===== src/rtl/mul_pkg.sv =====
// Shared types for the multiplier issue path.
package mul_pkg;

    typedef enum logic [1:0] {
        IDLE = 2'd0,
        BUSY = 2'd1,
        DONE = 2'd2
    } e_mul_issue_state;

endpackage


===== src/rtl/mul_req_fifo.sv =====
// Synchronous request FIFO; power-of-two depth, storage cleared on reset.
module mul_req_fifo #(
    parameter int data_width = 69,
    parameter int depth      = 2
) (
    input  logic                       clk,
    input  logic                       rst,
    input  logic                       push,
    input  logic                       pop,
    input  logic [data_width-1:0]      din,
    output logic [data_width-1:0]      dout,
    output logic                       full,
    output logic                       empty,
    output logic [$clog2(depth):0]     count
);

    localparam int ptr_w = $clog2(depth);
    localparam int cnt_w = ptr_w + 1;

    logic [data_width-1:0] mem [depth];
    logic [ptr_w-1:0]      rd_ptr;
    logic [ptr_w-1:0]      wr_ptr;
    logic                  push_ok;
    logic                  pop_ok;

    assign full    = (count == cnt_w'(depth));
    assign empty   = (count == '0);
    assign push_ok = push && !full;
    assign pop_ok  = pop && !empty;
    assign dout    = mem[rd_ptr];

    // Pointers wrap naturally because depth is a power of two.
    always_ff @(posedge clk) begin
        if (rst) begin
            rd_ptr <= '0;
            wr_ptr <= '0;
            count  <= '0;
            for (int i = 0; i < depth; i++) begin
                mem[i] <= '0;
            end
        end else begin
            if (push_ok) begin
                mem[wr_ptr] <= din;
                wr_ptr      <= wr_ptr + ptr_w'(1);
            end
            if (pop_ok) begin
                rd_ptr <= rd_ptr + ptr_w'(1);
            end
            case ({push_ok, pop_ok})
                2'b10:   count <= count + cnt_w'(1);
                2'b01:   count <= count - cnt_w'(1);
                default: count <= count;
            endcase
        end
    end

endmodule


===== src/rtl/mul_issue_queue.sv =====
// Queues multiply ops and issues them one at a time to the iterative multiplier,
// holding each result with its tag until writeback accepts it.
//
// state | meaning
// IDLE  | waiting for a queued op; issues the FIFO head when not empty
// BUSY  | one op in flight, waiting for mul_ack
// DONE  | result held on wb_data/wb_tag until wb_ready
module mul_issue_queue
    import mul_pkg::*;
#(
    parameter int width     = 32,
    parameter int depth     = 2,
    parameter int tag_width = 5
) (
    input  logic                 clk,
    input  logic                 rst,
    input  logic                 in_valid,
    output logic                 in_ready,
    input  logic [width-1:0]     in_a,
    input  logic [width-1:0]     in_b,
    input  logic [tag_width-1:0] in_tag,
    output logic                 mul_req,
    output logic [width-1:0]     mul_a,
    output logic [width-1:0]     mul_b,
    input  logic [width-1:0]     mul_out,
    input  logic                 mul_ack,
    output logic                 wb_valid,
    input  logic                 wb_ready,
    output logic [width-1:0]     wb_data,
    output logic [tag_width-1:0] wb_tag
);

    localparam int entry_w = 2 * width + tag_width;
    localparam int cnt_w   = $clog2(depth) + 1;

    e_mul_issue_state     state;
    e_mul_issue_state     state_nxt;
    logic [entry_w-1:0]   head;
    logic                 full;
    logic                 empty;
    logic [cnt_w-1:0]     count;
    logic [tag_width-1:0] busy_tag;

    // in_ready comes from the registered count only, so no path from wb_ready/mul_ack.
    assign in_ready = (count < cnt_w'(depth));

    mul_req_fifo #(
        .data_width (entry_w),
        .depth      (depth)
    ) u_fifo (
        .clk   (clk),
        .rst   (rst),
        .push  (in_valid && in_ready),
        .pop   (mul_req),
        .din   ({in_a, in_b, in_tag}),
        .dout  (head),
        .full  (full),
        .empty (empty),
        .count (count)
    );

    always_ff @(posedge clk) begin
        if (rst) begin
            state <= IDLE;
        end else begin
            state <= state_nxt;
        end
    end

    always_comb begin
        state_nxt = state;
        case (state)
            IDLE:    if (!empty)              state_nxt = BUSY;
            BUSY:    if (mul_ack)             state_nxt = DONE;
            DONE:    if (wb_ready)            state_nxt = IDLE;
            default:                          state_nxt = IDLE;
        endcase
    end

    always_comb begin
        mul_req  = (state == IDLE) && !empty;
        wb_valid = (state == DONE);
    end

    always_ff @(posedge clk) begin
        if (rst) begin
            busy_tag <= '0;
            wb_data  <= '0;
            wb_tag   <= '0;
        end else begin
            if (mul_req) begin
                busy_tag <= head[tag_width-1:0];
            end
            // Acks outside BUSY are spurious and must not disturb the held result.
            if ((state == BUSY) && mul_ack) begin
                wb_data <= mul_out;
                wb_tag  <= busy_tag;
            end
        end
    end

    assign mul_a = head[entry_w-1 -: width];
    assign mul_b = head[tag_width +: width];

    logic unused_full;
    assign unused_full = full;

endmodule


===== config.mk =====
export PLATFORM = sky130hd
export DESIGN_NAME = mul_issue_queue
export DESIGN_NICKNAME = d
export VERILOG_FILES = /design/src/rtl/mul_pkg.sv /design/src/rtl/mul_req_fifo.sv /design/src/rtl/mul_issue_queue.sv
export SDC_FILE = /design/constraint.sdc
export NUM_CORES = 1
export LEC_CHECK = 0
export ABC_AREA = 1
export BUFFER_PORTS_ARGS = -buffer_cell sky130_fd_sc_hd__buf_4
export CAP_MARGIN = 10
export CORE_MARGIN = 5
export CORE_UTILIZATION = 57
export DETAILED_ROUTE_END_ITERATION = 7
export GPL_TIMING_DRIVEN = 0
export PLACE_DENSITY_LB_ADDON = 0.05
export SYNTH_ARGS = -nofsm -noshare
export SYNTH_HDL_FRONTEND = slang
export SYNTH_SLANG_ARGS = --single-unit

===== constraint.sdc =====
create_clock -name clk -period 8.4 [get_ports clk]
set_input_delay 0.42 -clock clk [delete_from_list [all_inputs] [get_ports clk]]
set_output_delay 0.42 -clock clk [all_outputs]
set_load 0.1 [all_outputs]

# Word level (Yosys, flattened, before mapping)
# Memories as Yosys holds them, arrays and structs flattened. A register that Yosys moved wholly into a read port is not among the register bits.
# Index checks and enable logic that the tools add are counted.
[totals]
ff_bits = 48
latchBits = 0
mem_bits_rw = 138
romBits = 0
inputBits = 106
output_inout_bits = 104
word_cells = 48
mem_count = 1
[memory_table]
columns = ["name", "words", "width", "rd", "rd_clocked_by_memory_dff", "write_ports", "line_no", "rtl"]
rows = [
  ["u_fifo.mem", 2, 69, 1, 1, 2, "mul_req_fifo.sv:20", "logic [data_width-1:0] mem [depth];"],
]
[classes]
addsub = 4
mul = 0
n_div = 0
magnitude_cmp = 1
n_eq_ne = 8
shift = 0
n_mux = 15
n_bitwise = 0
n_reduce_logical = 12
[op_table]
columns = ["cell", "n"]
rows = [
  ["$mux W69", 1],
  ["$reduce_or A69 Y1", 1],
  ["$mux W1", 9],
  ["$eq A2 B2 Y1 const B", 3],
  ["$mux W2", 3],
  ["$pmux W2 S3", 1],
  ["$logic_and A1 B1 Y1", 5],
  ["$eq A2 B1 Y1 const B", 2],
  ["$logic_not A2 Y1", 2],
  ["$ne A2 B2 Y1 const B", 2],
  ["$pmux W2 S2", 1],
  ["$reduce_and A3 Y1", 1],
  ["$add A1 B1 Y1 const B", 2],
  ["$add A2 B1 Y2 const B", 1],
  ["$logic_not A1 Y1", 2],
  ["$lt A2 B2 Y1 const B", 1],
  ["$ne A2 B1 Y1 const B", 1],
  ["$reduce_bool A2 Y1", 1],
  ["$sub A2 B1 Y2 const B", 1],
]

# Longest topological paths before layout
[depth]
ltp_word = 8
depth_mapped = 10
ltp_nobuf = 10

# By module
# Synthesis repeated with hierarchy kept, for this count alone.
[hier_totals]
hier_cells = 760
area_unflattened_um2 = 8020.2
[by_module_without_submodules]
columns = ["mod", "n_inst", "cells_per_inst", "area_each_um2", "seq_area_each_um2"]
rows = [
  ["mul_req_fifo", 1, 476, 6183.4, 4244.1],
  ["mul_issue_queue", 1, 284, 1836.8, 880.8],
]

# Least setup slack after synthesis
# OpenSTA, ideal clock, no wires.
[synth_path]
path_kind = "reg2reg"
startpoint = "register u_fifo.count[1]"
endpoint = "memory u_fifo.mem[1][0] (enable)"
setup_ns = 0.429
t_arrival_ns = 2.668
t_required_ns = 7.971
path_slack_ns = 5.303
path_stages_with_launch = 5
path_buffers = 1
period_less_slack_ns = 3.097
cell_sequence = "dfxtp_1 > inv_2 > nand4_4 > buf_6 > nand2_1"
[synth_rtl]
columns = ["element", "line_no", "rtl"]
rows = [
  ["from (decl)", "mul_req_fifo.sv:14", "output logic [$clog2(depth):0] count"],
  ["from (signal assigned)", "mul_req_fifo.sv:50", "2'b10: count <= count + cnt_w'(1);"],
  ["from (signal assigned)", "mul_req_fifo.sv:51", "2'b01: count <= count - cnt_w'(1);"],
  ["from (signal assigned)", "mul_req_fifo.sv:52", "default: count <= count;"],
  ["to (decl)", "mul_req_fifo.sv:20", ""],
]

==> summary.md <==
| Metric | Value |
|---|---|
| # fillers | 1024 |
| # Max-Cap Violations | 0 |
| # placed instances | 1147 |
| Kind of critical path | flop to primary output |
| Fin crit period | 2.32 ns |
| CTS Buf Count | 17 |
| Hold Vio Cnt, Final | 0 |
| Slew Limit Fails | 0 |
| Synth top area cells | edfxtp_1 50%, dfxtp_1 12%, mux2_2 8.7%, buf_4 6.7%, nor2_1 6.6% |
| Status | completed |
| Grt total ovfl | 0 |
| DRC Markers | 0 |
| Fmax | 430 MHz |
| Vias in the first global route | 5685 |
| Share of layout cells above drive strength 1 | 0.423 |
| Worst VDD drop | 0.215 mV |
| Seq/Total Area, Yosys | 0.618 |
| Synth area leader | edfxtp_1 |
| Vias post-DR | ~5700 |
| Setup violators final | 0 |
| Final non-filler cell total | around 1200 |
| ANT cells | 0 |
| GP Congestion | around 0.77 |
| DR iter-0 viols | ~370 |
| P&R area growth vs syn | 29.1% |
| Initial antenna violation count | 0 |
| Synth top area share | 0.500 |
| Routed Antenna Nets | 0 |
| WL final | 18000 µm |
| H-tree depth | 4 |
| Fraction of registers with async set/reset | 0 |
| Row count | 44 |
| Slowest stage cell on the critical path | mux2_2 |
| Power Density | roughly 330 mW/mm² |
| Dpl hpwl | around 13000 µm |
| Pleak | 4.93 nW |
| Fin nets | between 1000 and 1500 |
| Largest net degree at the start of global routing | 40 |
| Num ports | 210 |
| Initial Utilization | 0.575 |
| Rel. slew slack | 0.649 |
| Gr usage total | 0.209 |
| Most used cell along the critical path | buf_4 |
| Post-synth EDFFs | approximately 140 |
| IO Port Bufs | 209 |
| Commonest non-fill, non-tap cell in the layout | buf_4 |
| Post-CTS setup buffer count | 0 |
| Setup TNS | 0 ns |
| Flip-flop and latch count after synthesis | 187 |
| Gate Count Post-Synth | 752 |
| Clock Sinks | ~190 |
| Post-CTS sizing | 0 |
| Crit path DAT | 1.90 ns |
| Mapped Nets | 859 |
| Per-cell routed wire length | between 15 and 20 µm |
| Clk buf depth | 2 |
| Most frequent cells in the layout | 283 x buf_4, 145 x nor2_1, 138 x edfxtp_1, 98 x nand2_1, 86 x inv_1 |
| Worst-skew pair later-pin latency | 0.42 ns |
| CP peak stage delay | 0.36 ns |
| Reg clk slew, reported paths | roughly 0.06 ns |
| Avg Vias per Cell | 4.86 |
| First-pass GRT wire length | 27000 µm |
| Power Total | roughly 3.6 mW |
| Worst EP required | 7.98 ns |
| Worst-Margin Slew | 0.526 ns |
| Final worst slack | 6.08 ns |
| Syn Std Cell Area | approximately 0.0083 mm² |
| CTS tree | built |
| Yosys warning total | 0 |
| CP Launch Type | flop |
| Root buffer cell | clkbuf_16 |
| Pre-antenna DRT Iters | 6 |
| Crit-path cells | buf_4 -> buf_4 -> mux2_2 -> buf_4 -> buf_4 |
| Syn avg cell area | between 10 and 15 µm² |
| Post-place setup slack | 6.21 ns |
| Die height | 131 µm |
| Main synth FF type | edfxtp_1 |
| Die Area | 0.0171 mm² |
| RSZ-0062 raised after global routing | false |
| Crit end category | primary output |
| Skew final | 0.00510 ns |
| Post-route clock period utilization | 0.277 |
| Unique masters post-synth | 22 |
| Hold Crit Class | input port to flop |
| Cts hold-fix bufs | 0 |
| Die width | approximately 130 µm |
| Crit Path Max Fanout | 10 |
| Core area | between 0.01 and 0.015 mm² |
[logic make-up (layout without fill, tap and decap cells)]
family	after synthesis	after routing	share of synthesized area
adder cells (fa/ha/maj)	1	1	0.00151
AO/OA/AOI/OAI	46	46	0.0278
AND/OR/NAND/NOR	266	266	0.130
flip-flops	187	187	0.618
buffers and inverters	188	431	0.136
multiplexers	64	64	0.0869
[flip-flops by register name, summed over array words and instances, names as in the netlist, named ones only]
| register | count |
|---|---|
| wb_data | 32 |
| u_fifo.wr_ptr | 1 |
| u_fifo.rd_ptr | 1 |
| wb_tag | 5 |
| state | 2 |
| busy_tag | 5 |
| u_fifo.count | 2 |
| u_fifo.mem | 138 |
[cell usage after synthesis, types with 2 or more instances]
master    number
buf_6         18
nand2_4        2
nand3_1        3
nor2_1       145
buf_2          5
dfxtp_1       49
mux2_2        64
clkbuf_1       2
a21oi_1       40
inv_2          2
inv_1         86
buf_4         74
o21ai_0        6
nor2_2        12
edfxtp_1     138
nand2_1      100
[through the flow]
step | instance area, µm² | hold slack, ns | utilization
2_1_floorplan | 8300 | 0.439 | -
3_3_place_gp | 10100 | 0.453 | 0.700
3_5_place_dp | 10100 | 0.455 | 0.704
4_1_cts | 10700 | 0.231 | 0.743
5_1_grt | 10700 | 0.235 | 0.743
6_report | 10700 | 0.247 | 0.743
[area by class of cell]
type                            instances  area [µm²]  share of cell area
Inverter                               89         335              0.0313
Clock buffer                           19         433              0.0404
Multi-Input combinational cell        377        2060               0.192
Buffer                                 99         791              0.0738
Timing Repair Buffer                  211        1610               0.150
Tap cell                              184         230              0.0215
Sequential cell                       187        5120               0.479
Clock inverter                         13         128              0.0119
[per-layer routing]
layer | global-route usage | wire length, µm
met5 | 0 | 0
met3 | 0.0484 | 1090
met2 | 0.367 | 9250
met4 | 0.0974 | 584
met1 | 0.244 | 7030
[power by group]
part | internal, mW | switching [mW]
combinational | 0.469 | 1.18
clock | 0.433 | 0.325
sequential | 1.13 | 0.0440
total | 2.03 | 1.55
[worst paths after layout]
kind / from / end / slack [ns] / cells after the start
max reg2reg: u_fifo.count[1]$_SDFFE_PP0P_ / u_fifo.mem[0][38]$_SDFFCE_PN0P_ / 6.41 / 7
min: mul_out[31] / wb_data[31]$_SDFFE_PP0P_ / 0.25 / 3
min reg2reg: busy_tag[1]$_SDFFE_PP0P_ / wb_tag[1]$_SDFFE_PP0P_ / 0.46 / 2
max: flop / mul_a[21] / 6.08 / 5
[critical path, delay by kind of cell, from the launching register on]
family,cells,cell delay (ns)
muxes,1,0.36
buffers and inverters,4,0.79
DFF,1,0.32
(Power assumes the default switching activity.)
